**config.mk**
```make
export PLATFORM = sky130hd
export DESIGN_NAME = jesd204_tx_sync_monitor_flat
export DESIGN_NICKNAME = d
export VERILOG_FILES = /design/src/rtl/jesd204_tx_sync_monitor_if.sv /design/src/rtl/jesd204_tx_sync_monitor.sv /design/src/flat_wrapper.sv
export SDC_FILE = /design/constraint.sdc
export NUM_CORES = 1
export LEC_CHECK = 0
export CAP_MARGIN = 20
export CORE_AREA = 5 5 65 67
export CTS_CLUSTER_SIZE = 8
export DETAILED_ROUTE_END_ITERATION = 10
export DIE_AREA = 0 0 70 72
export GPL_TIMING_DRIVEN = 0
export PLACE_DENSITY_LB_ADDON = 0.1
export SYNTH_ARGS = -nofsm -noshare
export SYNTH_HDL_FRONTEND = slang
export SYNTH_SLANG_ARGS = --single-unit
```
**constraint.sdc**
```tcl
create_clock -name clk -period 1.5 [get_ports clk]
set_input_delay 0.3 -clock clk [delete_from_list [all_inputs] [get_ports clk]]
set_output_delay 0.3 -clock clk [all_outputs]
set_load 0.005 [all_outputs]
```
**src/rtl/jesd204_tx_sync_monitor_if.sv**
```systemverilog
// SYNC~ monitor bus: link controls and synchronised SYNC~ in, link status, event pulses
// and error counters out. The master side drives the inputs; the monitor is the slave.
interface jesd204_tx_sync_monitor_if #(
  parameter int NUM_LINKS     = 1,
  parameter int ERR_CNT_WIDTH = 8
);
  logic                               enable;
  logic [NUM_LINKS-1:0]               sync_n;
  logic                               err_cnt_clr;
  logic [NUM_LINKS-1:0]               link_synced;
  logic                               sync_all;
  logic [NUM_LINKS-1:0]               resync_req;
  logic [NUM_LINKS-1:0]               err_pulse;
  logic [NUM_LINKS*ERR_CNT_WIDTH-1:0] err_cnt;

  modport master (
    output enable, sync_n, err_cnt_clr,
    input  link_synced, sync_all, resync_req, err_pulse, err_cnt
  );

  modport slave (
    input  enable, sync_n, err_cnt_clr,
    output link_synced, sync_all, resync_req, err_pulse, err_cnt
  );
endinterface

```
**src/rtl/jesd204_tx_sync_monitor.sv**
```systemverilog
// Per-link JESD204B TX SYNC~ classifier: a short low run is an error report, a long one
// is a resync request. Provides link status, event pulses and saturating error counters.
module jesd204_tx_sync_monitor #(
  parameter int NUM_LINKS     = 1,
  parameter int RESYNC_CYCLES = 16,
  parameter int ERR_CNT_WIDTH = 8
) (
  input  logic                     clk,
  input  logic                     resetn,
  jesd204_tx_sync_monitor_if.slave bus
);

  localparam int                     CW       = $clog2(RESYNC_CYCLES + 1);
  localparam logic [CW-1:0]          LOW_ONE  = CW'(1);
  localparam logic [CW-1:0]          LOW_LAST = CW'(RESYNC_CYCLES - 1);
  localparam logic [ERR_CNT_WIDTH-1:0] ERR_ONE = ERR_CNT_WIDTH'(1);
  localparam logic [ERR_CNT_WIDTH-1:0] ERR_MAX = {ERR_CNT_WIDTH{1'b1}};

  typedef enum logic [1:0] {
    WAIT_SYNC   = 2'd0,
    SYNCED      = 2'd1,
    LOW_PENDING = 2'd2,
    RESYNC      = 2'd3
  } state_t;

  state_t                   r_state       [NUM_LINKS];
  state_t                   w_state_nxt   [NUM_LINKS];
  logic [CW-1:0]            r_low_cnt     [NUM_LINKS];
  logic [CW-1:0]            w_low_cnt_nxt [NUM_LINKS];
  logic [ERR_CNT_WIDTH-1:0] r_err_cnt     [NUM_LINKS];
  logic [ERR_CNT_WIDTH-1:0] w_err_cnt_nxt [NUM_LINKS];
  logic [NUM_LINKS-1:0]     w_resync;
  logic [NUM_LINKS-1:0]     w_err;
  logic [NUM_LINKS-1:0]     w_synced_nxt;
  logic [NUM_LINKS-1:0]     r_link_synced;
  logic [NUM_LINKS-1:0]     r_resync_req;
  logic [NUM_LINKS-1:0]     r_err_pulse;
  logic                     r_sync_all;

  // Next-state, low-run length, event and error-count logic for every link.
  always_comb begin
    for (int i = 0; i < NUM_LINKS; i++) begin
      w_state_nxt[i]   = r_state[i];
      w_low_cnt_nxt[i] = r_low_cnt[i];
      w_resync[i]      = 1'b0;
      w_err[i]         = 1'b0;
      // Disabling overrides any classification landing on the same edge.
      if (!bus.enable) begin
        w_state_nxt[i]   = WAIT_SYNC;
        w_low_cnt_nxt[i] = '0;
      end else begin
        case (r_state[i])
          WAIT_SYNC: begin
            if (bus.sync_n[i]) w_state_nxt[i] = SYNCED;
            else               w_state_nxt[i] = WAIT_SYNC;
          end
          SYNCED: begin
            if (!bus.sync_n[i]) begin
              w_state_nxt[i]   = LOW_PENDING;
              w_low_cnt_nxt[i] = LOW_ONE;
            end else begin
              w_state_nxt[i]   = SYNCED;
            end
          end
          LOW_PENDING: begin
            if (bus.sync_n[i]) begin
              w_state_nxt[i]   = SYNCED;
              w_err[i]         = 1'b1;
              w_low_cnt_nxt[i] = '0;
            end else if (r_low_cnt[i] == LOW_LAST) begin
              w_state_nxt[i]   = RESYNC;
              w_resync[i]      = 1'b1;
              w_low_cnt_nxt[i] = '0;
            end else begin
              w_low_cnt_nxt[i] = r_low_cnt[i] + LOW_ONE;
            end
          end
          RESYNC: begin
            if (bus.sync_n[i]) w_state_nxt[i] = SYNCED;
            else               w_state_nxt[i] = RESYNC;
          end
          default: begin
            w_state_nxt[i]   = WAIT_SYNC;
            w_low_cnt_nxt[i] = '0;
          end
        endcase
      end
      // Status is held while a low run is still unclassified.
      w_synced_nxt[i] = (w_state_nxt[i] == SYNCED) || (w_state_nxt[i] == LOW_PENDING);
      if (bus.err_cnt_clr) begin
        w_err_cnt_nxt[i] = w_err[i] ? ERR_ONE : '0;
      end else if (w_err[i] && (r_err_cnt[i] != ERR_MAX)) begin
        w_err_cnt_nxt[i] = r_err_cnt[i] + ERR_ONE;
      end else begin
        w_err_cnt_nxt[i] = r_err_cnt[i];
      end
    end
  end

  // State, counter and registered output update.
  always_ff @(posedge clk or negedge resetn) begin
    if (!resetn) begin
      for (int i = 0; i < NUM_LINKS; i++) begin
        r_state[i]   <= WAIT_SYNC;
        r_low_cnt[i] <= '0;
        r_err_cnt[i] <= '0;
      end
      r_link_synced <= '0;
      r_resync_req  <= '0;
      r_err_pulse   <= '0;
      r_sync_all    <= 1'b0;
    end else begin
      for (int i = 0; i < NUM_LINKS; i++) begin
        r_state[i]   <= w_state_nxt[i];
        r_low_cnt[i] <= w_low_cnt_nxt[i];
        r_err_cnt[i] <= w_err_cnt_nxt[i];
      end
      r_link_synced <= w_synced_nxt;
      r_resync_req  <= w_resync;
      r_err_pulse   <= w_err;
      r_sync_all    <= &r_link_synced;
    end
  end

  assign bus.link_synced = r_link_synced;
  assign bus.sync_all    = r_sync_all;
  assign bus.resync_req  = r_resync_req;
  assign bus.err_pulse   = r_err_pulse;

  for (genvar g = 0; g < NUM_LINKS; g++) begin : g_err_cnt
    assign bus.err_cnt[g*ERR_CNT_WIDTH +: ERR_CNT_WIDTH] = r_err_cnt[g];
  end

endmodule

```
**src/flat_wrapper.sv**
```systemverilog
// flat-port wrapper written by rule: the top's interface ports become plain ports
module jesd204_tx_sync_monitor_flat 
#(
  parameter int NUM_LINKS     = 1,
  parameter int RESYNC_CYCLES = 16,
  parameter int ERR_CNT_WIDTH = 8
)
  (clk, resetn, bus_enable, bus_sync_n, bus_err_cnt_clr, bus_link_synced, bus_sync_all, bus_resync_req, bus_err_pulse, bus_err_cnt);
  jesd204_tx_sync_monitor_if #(.NUM_LINKS(NUM_LINKS), .ERR_CNT_WIDTH(ERR_CNT_WIDTH)) bus_i ();
  input  logic clk;
  input  logic resetn;
  input wire logic [$bits(bus_i.enable)-1:0] bus_enable;
  input wire logic [$bits(bus_i.sync_n)-1:0] bus_sync_n;
  input wire logic [$bits(bus_i.err_cnt_clr)-1:0] bus_err_cnt_clr;
  output wire logic [$bits(bus_i.link_synced)-1:0] bus_link_synced;
  output wire logic [$bits(bus_i.sync_all)-1:0] bus_sync_all;
  output wire logic [$bits(bus_i.resync_req)-1:0] bus_resync_req;
  output wire logic [$bits(bus_i.err_pulse)-1:0] bus_err_pulse;
  output wire logic [$bits(bus_i.err_cnt)-1:0] bus_err_cnt;
  assign bus_i.enable = bus_enable;
  assign bus_i.sync_n = bus_sync_n;
  assign bus_i.err_cnt_clr = bus_err_cnt_clr;
  assign bus_link_synced = bus_i.link_synced;
  assign bus_sync_all = bus_i.sync_all;
  assign bus_resync_req = bus_i.resync_req;
  assign bus_err_pulse = bus_i.err_pulse;
  assign bus_err_cnt = bus_i.err_cnt;
  jesd204_tx_sync_monitor #(.NUM_LINKS(NUM_LINKS), .RESYNC_CYCLES(RESYNC_CYCLES), .ERR_CNT_WIDTH(ERR_CNT_WIDTH)) u_core (.clk(clk), .resetn(resetn), .bus(bus_i));
endmodule
```
After elaboration in Yosys (flattened, before gate mapping)

Cells that the tools add are included.

Input bits: 5
Bits in registers: 19
Logic and storage cells: 45
Output and inout bits: 12

Equal/unequal tests: 9
Mux-type cells: 22
Add/subtract/negate cells: 2
Reductions and logical operators: 5

Operators by type and width:

| operator            | count |
|---|---|
| $mux 5              | 4 |
| $mux 8              | 2 |
| $mux 2              | 5 |
| $pmux 5 s2          | 1 |
| $mux 1              | 9 |
| $add 8x1->8 const B | 1 |
| $ne 8x8->1 const B  | 1 |
| $pmux 2 s4          | 1 |
| $eq 2x2->1 const B  | 3 |
| $add 5x1->5 const B | 1 |
| $eq 5x4->1 const B  | 1 |
| $eq 2x1->1 const B  | 2 |
| $ne 3x1->1 const B  | 1 |
| $ne 3x3->1 const B  | 1 |
| $logic_not 2->1     | 1 |
| $reduce_and 2->1    | 1 |
| $reduce_bool 2->1   | 1 |
| $logic_and 1x1->1   | 1 |
| $logic_or 1x1->1    | 1 |

Logic depth before layout (Yosys ltp)

Gate-level depths: netlist of run 1.

Depth after elaboration: 7
Depth in mapped cells: 5
Mapped depth without buffers: 4

Least setup slack after synthesis of run 1

No wires, ideal clock.

Path kind: reg-to-reg
Start: register u_core.r_err_cnt (netlist bit u_core.bus.err_cnt[0])
End: register u_core.r_err_cnt (netlist bit u_core.bus.err_cnt[7])
Arrival: 1.452 ns
Buffers on the path: 0
Data required time: 1.375 ns
Library setup time: 0.125 ns
Cell stages (with the launch flop): 5
Slack: -0.076 ns
Clock period less this slack: 1.576 ns
Path through: dfrtp_1 ha_1 and4_1 nor4_2 mux2_2

Longest elaborated chain between the ends: 3
Elaborated cells between the ends (all ways): 6
Classes of those cells: add/sub: 1; eq/ne: 1; mux: 2; reduce/logical: 2

Ends and longest elaborated chain:

| what                                        | RTL line                                                     | text |
|---|---|---|
| start: declaration                          | jesd204_tx_sync_monitor.sv:30                                | `logic [ERR_CNT_WIDTH-1:0] r_err_cnt [NUM_LINKS];` |
| start signal: indexed assignment            | jesd204_tx_sync_monitor.sv:116                               | `r_err_cnt[i] <= w_err_cnt_nxt[i];` |
| $add 8x1->8 or $ne 8x8->1 (tied branches)   | jesd204_tx_sync_monitor.sv:93, jesd204_tx_sync_monitor.sv:92 |  |
| $mux 8 or $logic_and 1x1->1 (tied branches) | jesd204_tx_sync_monitor.sv:92                                | `end else if (w_err[i] && (r_err_cnt[i] != ERR_MAX)) begin` |
| $mux 8 or $reduce_bool 2->1 (tied branches) | --                                                           |  |

Parallel ways exist; a longest one is shown, timed or not. The select of a mux whose other input is x is not followed.
A chain may end at the register's enable or synchronous reset.

Final worst setup path of run 1

Start: register u_core.r_err_cnt (netlist bit u_core.bus.err_cnt[0])
End: register u_core.r_err_cnt (netlist bit u_core.bus.err_cnt[4])

The elaborated chain is that of the path after synthesis.

==> results of run 1 <==
-- flip-flops by register name, summed over array words and instances, names as in the netlist --
name and cells:
u_core.bus.link_synced 1, u_core.r_state 2, u_core.bus.sync_all 1, u_core.r_low_cnt 5, u_core.bus.err_pulse 1, u_core.bus.resync_req 1, u_core.bus.err_cnt 8
-- stage by stage --
| step | power [µW] | setup WS, ns | cells | hold WS [ns] | area [µm²] |
|---|---|---|---|---|---|
| after global routing | 939 | -0.0425 | 177 | 0.315 | 1420 |
| after CTS | 895 | -0.00164 | 173 | 0.290 | 1360 |
| after floorplan | 580 | 0.0323 | 99 | 0.00441 | 1060 |
| after global placement | 616 | -0.174 | 161 | 0.360 | 1260 |
| after detailed placement | 617 | -0.182 | 161 | 0.371 | 1260 |
| final | 891 | 0.0260 | 177 | 0.324 | 1420 |
-- cell families after synthesis --
logic type               after synthesis  synth area share
AO/OA/AOI/OAI                         22             0.160
AND/OR/NAND/NOR                       44             0.278
XOR/XNOR                               1           0.00841
multiplexers                           4            0.0457
buffers and inverters                  7            0.0276
adder cells (fa/ha/maj)                2            0.0240
flip-flops                            19             0.457
-- path summary, 6_finish.rpt --
kind,cells past startpoint,endpoint
max,4,u_core.bus.err_cnt[4]$_DFFE_PN0P_
min,2,u_core.bus.link_synced$_DFF_PN0_
max reg2reg,4,u_core.bus.err_cnt[4]$_DFFE_PN0P_
min reg2reg,0,u_core.bus.sync_all$_DFF_PN0_
max in group asynchronous,1,u_core.r_state[1]$_DFF_PN0_
min in group asynchronous,1,u_core.bus.err_pulse$_DFF_PN0_
-- metal layers --
| layer | GRT usage | vias to the layer above | routed length [µm] |
|---|---|---|---|
| li1 | - | 440 | - |
| met2 | 0.172 | 12 | 1210 |
| met5 | 0 | - | 0 |
| met4 | 0.0340 | 0 | 38 |
| met1 | 0.119 | 419 | 1150 |
| met3 | 0.0374 | 4 | 84 |
-- what timing repair did --
action,4_1_cts,5_1_grt
pin swaps,2,0
hold endpoints to repair,0,0
gates resized for setup,13,9
gates cloned,0,1
buffers inserted,8,3
setup endpoints to repair,10,12
-- power groups by stage --
stage	logic, µW	clock network (µW)	registers, µW
after detailed placement	75.7	0	541
after CTS	77.5	286	531
after global placement	75.8	0	541
after floorplan	41.1	0	539
after global routing	93.9	311	534
final	83.6	275	532
-- worst reg2reg max path: cells and delay by family, from the launching register on --
| kind | cells | cell delay (ns) |
|---|---|---|
| fa+ha+maj | 1 | 0.19 |
| flops | 1 | 0.45 |
| simple gates | 2 | 0.29 |
| compound gates | 1 | 0.42 |
-- cell usage after synthesis, types with 2 or more instances --
library cell and n:
a2111oi_0 2, a21oi_1 4, a31oi_1 3, and3_1 2, buf_2 2, dfrtp_1 19, ha_1 2, inv_1 4
mux2_2 2, nand2_1 4, nand2b_1 4, nand3_1 4, nand3b_1 2, nand4_1 2, nor2_1 6, nor2b_1 4
nor3_1 3, nor3b_1 2, nor4_1 2, o211ai_1 3, o21ai_0 3, or2b_1 2
-- final cells by class --
type                    instances  area, µm²
well taps                      48       60.1
flip-flops and latches         19        484
plain buffers                   3       13.8
fillers                       356       2160
inverters                       4       15.0
multi-input cells              74        592
clock buffers                   4       26.3
repair buffers                 25        230
==> impl_metrics.py, run 1 <==
metrics = {
    "synthesis": {
        "synth-seq-cells": 19,
        "ys_types": 40,
        "synth.yosys.seq_area_share": 0.457,
        "synth_top_cell_area_share": 0.457,
        "synth_area_leaders": "dfrtp_1 (46%), ha_1 (2.4%), nand2b_1 (2.4%)",
        "syn_area_per_cell_um2": 10.5,
        "yosysWarnings": 0,
        "synth_nets": 106,
        "synth_edf_count": 0,
        "synth_ff_type": "dfrtp_1",
        "syn_area_mm2": 0.00104,
        "synthArstFlopShare": 1.00,
        "synth_cells": 99,
        "yosys.area.top_type": "dfrtp_1",
    },
    "clock_tree": {
        "insertion_delay_ns": 0.31,
        "numCtsBuffers": 3,
        "clock-sinks": 19,
        "cts_tree": "built",
        "htree_levels": 1,
        "clk_pin_slew_worst_paths_ns": 0.12,
        "root_buffer": "clkbuf_4",
        "hold_buffers": 0,
        "max-clock-path-buffers": 2,
    },
    "timing": {
        "slew_viol_final": 0,
        "max_freq_mhz": 678,
        "worst_pin_slew_ns": 0.909,
        "finalCritPeriodShare": 0.983,
        "clock_skew_ns": 0.0163,
        "timing.final.setup_violations": 0,
        "tns_ns": 0,
        "relSlewSlack": 0.392,
        "fin_crit_ns": 1.47,
        "finalHoldViolations": 0,
        "grt_setup_unrepaired": "true",
    },
    "outcome": {
        "outcome": "completed",
    },
    "routing": {
        "ant_nets": 0,
        "wirelength_um": 2480,
        "drc_errors": 0,
        "vias": 875,
        "viasPerCell": 4.94,
        "first_pass_iters": 4,
        "wl_per_cell_um": 14.0,
        "first_iter_violations": 93,
    },
    "global_route": {
        "grt_max_degree": 20,
        "grt_use_total": 0.102,
        "grt_pass1_wl_um": 4110,
        "antenna_found_initial": 0,
        "grt_overflow": 0,
        "grt_pass1_vias": 850,
    },
    "floorplanning": {
        "rows": 22,
        "io-pin-count": 17,
        "floorplan.initialDensity": 0.291,
        "die_height_um": 72,
        "core_mm2": 0.00358,
        "die-area_mm2": 0.00504,
        "die_width_um": 70,
    },
    "critical_path": {
        "r2r-start": "u_core.bus.err_cnt[0]$_DFFE_PN0P_",
        "cp.arrival_ns": 1.67,
        "worst_setup_path_start_kind": "register",
        "rrSetupSlack_ns": 0.03,
        "worst-path-buf-inv": 0,
        "worstSetupEndpointType": "register",
        "path_delay_family": "flip-flops",
        "slowest_delay_ns": 0.45,
        "path_class": "register to register",
        "crit_fanout": 6,
        "slowest_stage": "dfrtp_2",
        "crit_path_cell_trace": "ha_4 -> and4_4 -> a2111oi_1 -> nor4_1",
        "crit_required_ns": 1.69,
        "startpoint": "u_core.bus.err_cnt[0]$_DFFE_PN0P_",
    },
    "pwr": {
        "p_clk_frac": 0.309,
        "comb_power_share": 0.094,
        "switching_share": 0.254,
        "ir_drop_mv": 0.361,
        "p_switching_uw": 226,
        "power_frac_seq": 0.597,
        "power.density_mw_per_mm2": 627,
        "p_leak_uw": 0.000691,
        "internal-power_uw": 665,
    },
    "run": {
        "max-cap-violations": 0,
    },
    "placement": {
        "port-buffer-count": 14,
        "dp_hpwl_um": 1610,
        "gp_congestion": 0.805,
    },
    "layout": {
        "final_common_cell": "dfrtp_1",
        "finalCoreUtilization": 0.397,
        "nets": 137,
        "num_antenna_cells": 0,
        "most-common-layout-cells": "dfrtp_1 (12), buf_4 (11), dfrtp_2 (7)",
        "drive_gt1_frac": 0.271,
        "area_growth_pct": 36.5,
    },
    "min_path": {
        "hold_start": "bus_enable",
        "holdCritPathClass": "input pin to register",
    },
}
Note: power is estimated with default switching activity, not from simulation.
==> run 2: changes to the inputs <==
- CTS_BUF_LIST: unset -> sky130_fd_sc_hd__clkbuf_16
==> impl_metrics.py, run 2 (synthesized netlist as in run 1, its figures left out) <==
metrics = {
    "outcome": {
        "outcome": "completed",
    },
    "placement": {
        "placed_cell_area_mm2": 0.00126,
        "port-buffer-count": 14,
        "dp.cells": 161,
        "gp_congestion": 0.805,
        "place_ws_ns": -0.182,
        "dp_hpwl_um": 1610,
    },
    "timing": {
        "clock_skew_ns": 0.00483,
        "relSlewSlack": 0.394,
        "timing.final.setup_violations": 0,
        "slew_viol_final": 0,
        "worst_pin_slew_ns": 0.907,
        "finalCritPeriodShare": 0.993,
        "final.setup.worst_slack_ns": 0.00995,
        "fin_crit_ns": 1.49,
        "tns_ns": 0,
        "finalHoldViolations": 0,
        "max_freq_mhz": 671,
        "grt_setup_unrepaired": "true",
    },
    "routing": {
        "viasPerCell": 4.94,
        "ant_nets": 0,
        "wirelength_um": 2360,
        "wl_per_cell_um": 13.5,
        "drc_errors": 0,
        "first_pass_iters": 4,
        "first_iter_violations": 68,
        "vias": 865,
    },
    "clock_tree": {
        "clock-sinks": 19,
        "root_buffer": "clkbuf_16",
        "numCtsBuffers": 3,
        "insertion_delay_ns": 0.25,
        "htree_levels": 1,
        "cts_tree": "built",
        "hold_buffers": 0,
        "max-clock-path-buffers": 2,
        "clk_pin_slew_worst_paths_ns": 0.06,
    },
    "layout": {
        "nets": 135,
        "most-common-layout-cells": "dfrtp_1 (13), clkdlybuf4s50_1 (10), buf_4 (10)",
        "area_growth_pct": 38.7,
        "finish.instance_area_mm2": 0.00144,
        "final_cells": 175,
        "drive_gt1_frac": 0.244,
        "num_antenna_cells": 0,
        "largest_register_ffs": 8,
        "final_common_cell": "dfrtp_1",
    },
    "global_route": {
        "grt_pass1_wl_um": 4110,
        "antenna_found_initial": 0,
        "grt_use_total": 0.103,
        "grt_overflow": 0,
        "grt_max_degree": 20,
        "grt_pass1_vias": 867,
    },
    "critical_path": {
        "worst-path-buf-inv": 0,
        "crit_path_cell_trace": "ha_4 -> and4_4 -> nor4_4 -> mux2_4",
        "path_delay_family": "flip-flops",
        "worstSetupEndpointType": "register",
        "cp.arrival_ns": 1.62,
        "slowest_delay_ns": 0.43,
        "path_class": "register to register",
        "crit_required_ns": 1.63,
        "worst_setup_path_start_kind": "register",
        "crit_fanout": 5,
        "slowest_stage": "dfrtp_2",
    },
    "pwr": {
        "power.density_mw_per_mm2": 802,
        "ir_drop_mv": 0.593,
        "p_leak_uw": 0.000653,
    },
    "floorplanning": {
        "io-pin-count": 17,
        "core_mm2": 0.00358,
        "die-area_mm2": 0.00504,
        "floorplan.initialDensity": 0.291,
        "rows": 22,
        "die_width_um": 70,
        "die_height_um": 72,
    },
    "run": {
        "max-cap-violations": 0,
    },
    "min_path": {
        "holdCritPathClass": "input pin to register",
    },
}
-- run 2: changes by cell type in the layout (fill, tap and decap cells not counted), sizes merged --
cell,delta
clkbuf,-1
dlygate4sd2,-3
dlymetal6s2s,-2
buf,-1
inv,+1
clkdlybuf4s50,+5
nand4b,-1
-- run 2: path summary, 6_finish.rpt --
path | end | cells after the start | start | slack [ns]
max in group asynchronous | u_core.r_state[0]$_DFF_PN0_ | 1 | resetn | 0.32
setup / recovery | u_core.bus.err_cnt[7]$_DFFE_PN0P_ | 4 | u_core.bus.err_cnt[0]$_DFFE_PN0P_ | 0.01
setup reg to reg | u_core.bus.err_cnt[7]$_DFFE_PN0P_ | 4 | u_core.bus.err_cnt[0]$_DFFE_PN0P_ | 0.01
min in group asynchronous | u_core.bus.err_pulse$_DFF_PN0_ | 1 | resetn | 0.56
hold reg to reg | u_core.bus.sync_all$_DFF_PN0_ | 0 | u_core.bus.link_synced$_DFF_PN0_ | 0.38
hold / removal | u_core.bus.link_synced$_DFF_PN0_ | 2 | bus_enable | 0.36
-- run 2: per-stage QoR --
stage	total power, µW	util	hold slack [ns]
2_1_floorplan	580	-	0.00441
5_1_grt	1220	0.403	0.374
3_5_place_dp	617	0.351	0.371
6_report	1160	0.403	0.360
4_1_cts	1180	0.393	0.354
3_3_place_gp	616	0.351	0.360
-- run 2: final cells by class --
cell class                      instances  area (µm²)
Tap cell                               48        60.1
Fill cell                             349        2130
Sequential cell                        19         483
Buffer                                  3        13.8
Inverter                                4        15.0
Clock buffer                            3        75.1
Timing Repair Buffer                   24         221
Multi-Input combinational cell         73         572
Clock inverter                          1        3.75
-- run 2: repair_timing --
action / 4_1_cts / 5_1_grt
resized for setup: 9 / 6
setup buffers: 7 / 3
endpoints found under the setup margin: 10 / 12
pin swaps: 1 / 1
-- run 2: metal layers --
layer | part of all wire | GRT usage | wire length (µm) | up-vias
met2 | 0.50 | 0.176 | 1190 | 13
met4 | 0.016 | 0.0426 | 39 | 0
li1 | - | - | - | 430
met1 | 0.44 | 0.117 | 1040 | 418
met3 | 0.041 | 0.0374 | 96 | 4
met5 | 0 | 0 | 0 | -
-- run 2: power by group --
part | switching, µW | internal [µW]
clock network | 194 | 355
registers | 9.63 | 522
logic | 40.4 | 36.8
total | 244 | 914
==> run 3: changes to the inputs <==
- SKIP_LAST_GASP: unset -> 1
- clock period: 1.5 -> 1.8 ns (I/O delays scaled with it)
==> impl_metrics.py, run 3 (synthesized netlist as in run 1, its figures left out) <==
metrics = {
    "outcome": {
        "outcome": "completed",
    },
    "placement": {
        "port-buffer-count": 14,
        "dp_hpwl_um": 1600,
        "gp_congestion": 0.766,
        "dp.cells": 161,
        "placed_cell_area_mm2": 0.00124,
    },
    "clock_tree": {
        "max-clock-path-buffers": 2,
        "cts_setup_buffers": 0,
        "hold_buffers": 0,
        "numCtsBuffers": 3,
        "insertion_delay_ns": 0.25,
        "htree_levels": 1,
        "root_buffer": "clkbuf_16",
        "cts_tree": "built",
        "clk_pin_slew_worst_paths_ns": 0.06,
        "clock-sinks": 19,
    },
    "routing": {
        "vias": 812,
        "wirelength_um": 2320,
        "wl_per_cell_um": 14.0,
        "ant_nets": 0,
        "first_pass_iters": 4,
        "drc_errors": 0,
        "viasPerCell": 4.92,
        "first_iter_violations": 38,
    },
    "global_route": {
        "grt_pass1_wl_um": 3820,
        "antenna_found_initial": 0,
        "grt_use_total": 0.0952,
        "grt.busiest_layer": "met2",
        "grt.met1_usage": 0.122,
        "gr-usage-met3": 0.0291,
        "grt_pass1_vias": 813,
        "grt_max_degree": 20,
        "grt_use_met2": 0.144,
        "grt_overflow": 0,
    },
    "critical_path": {
        "worst_setup_path_start_kind": "register",
        "cp.arrival_ns": 1.30,
        "slowest_delay_ns": 0.56,
        "crit_required_ns": 1.44,
        "worst-path-buf-inv": 1,
        "path_class": "register to primary output",
        "worstSetupEndpointType": "primary output",
        "crit_path_cell_trace": "clkdlybuf4s50_1",
        "slowest_stage": "clkdlybuf4s50_1",
        "path_delay_family": "buffers and inverters",
        "crit_fanout": 9,
    },
    "layout": {
        "final_cells": 165,
        "most-common-layout-cells": "dfrtp_1 (19), clkdlybuf4s50_1 (14), nor2_1 (6)",
        "drive_gt1_frac": 0.103,
        "finish.instance_area_mm2": 0.00132,
        "largest_register_ffs": 8,
        "num_antenna_cells": 0,
        "area_growth_pct": 26.8,
        "final_common_cell": "dfrtp_1",
        "nets": 125,
    },
    "pwr": {
        "power_frac_seq": 0.457,
        "power.density_mw_per_mm2": 733,
        "internal-power_uw": 760,
        "switching_share": 0.215,
        "p_clk_frac": 0.478,
        "p_switching_uw": 208,
        "p_leak_uw": 0.000549,
        "comb_power_share": 0.065,
        "ir_drop_mv": 0.252,
    },
    "timing": {
        "worst_pin_slew_ns": 0.877,
        "finalHoldViolations": 0,
        "slew_viol_final": 0,
        "max_freq_mhz": 601,
        "tns_ns": 0,
        "finalCritPeriodShare": 0.924,
        "grt_setup_unrepaired": "false",
        "timing.final.setup_violations": 0,
        "clock_skew_ns": 0.00182,
        "relSlewSlack": 0.414,
        "fin_crit_ns": 1.66,
    },
    "floorplanning": {
        "io-pin-count": 17,
        "die-area_mm2": 0.00504,
        "rows": 22,
        "die_height_um": 72,
        "core_mm2": 0.00358,
        "die_width_um": 70,
        "floorplan.initialDensity": 0.291,
    },
    "min_path": {
        "holdCritPathClass": "register to register",
    },
    "run": {
        "max-cap-violations": 0,
    },
}
-- run 3: cell types whose count changed in the layout (fill, tap and decap cells not counted), sizes merged --
cell           before  now
dlymetal6s2s        3    0
clkdlybuf4s50      10   14
dlygate4sd2         1    0
buf                12    2
-- run 3: cell type report --
class                           count  area [µm²]
Inverter                            4        15.0
Timing Repair Buffer               14         140
Clock inverter                      1        3.75
Buffer                              3        13.8
Fill cell                         360        2260
Clock buffer                        3        75.1
Tap cell                           48        60.1
Multi-Input combinational cell     73         537
Sequential cell                    19         475
-- run 3: worst paths after layout --
kind,from,end,slack (ns),cells past startpoint
setup / recovery,u_core.bus.err_cnt[2]$_DFFE_PN0P_,bus_err_cnt[2],0.14,1
hold / removal,u_core.bus.link_synced$_DFF_PN0_,u_core.bus.sync_all$_DFF_PN0_,0.38,0
setup reg to reg,u_core.bus.err_cnt[0]$_DFFE_PN0P_,u_core.bus.err_cnt[4]$_DFFE_PN0P_,0.14,4
hold reg to reg,u_core.bus.link_synced$_DFF_PN0_,u_core.bus.sync_all$_DFF_PN0_,0.38,0
max in group asynchronous,resetn,u_core.r_low_cnt[4]$_DFFE_PN0P_,0.65,1
min in group asynchronous,resetn,u_core.bus.err_cnt[2]$_DFFE_PN0P_,0.60,1
-- run 3: power groups by stage --
stage	clock (µW)	combinational, µW	sequential, µW
after global placement	0	63.7	450
after CTS	479	64.6	443
final	462	62.8	443
after global routing	486	71.0	444
after floorplan	0	34.1	449
after detailed placement	0	64.0	450
-- run 3: repair_timing --
action | 4_1_cts | 5_1_grt
resized for setup | 0 | 0
setup endpoints to repair | 0 | 1
endpoints found under the hold margin | 0 | 0
-- run 3: stage by stage --
stage               worst slack, ns  power [µW]  hold WS [ns]   util
floorplan                     0.224         483        0.0644      -
global placement             0.0429         514         0.358  0.347
detailed placement           0.0524         514         0.372  0.347
CTS                          0.0904         986         0.384  0.369
global route                0.00658        1000         0.393  0.369
finish                        0.137         968         0.377  0.369
-- run 3: per-layer routing --
layer | part of all wire | vias to the layer above
met2 | 0.41 | 19
met3 | 0.058 | 5
met5 | 0 | -
met1 | 0.50 | 383
li1 | - | 405
met4 | 0.022 | 0
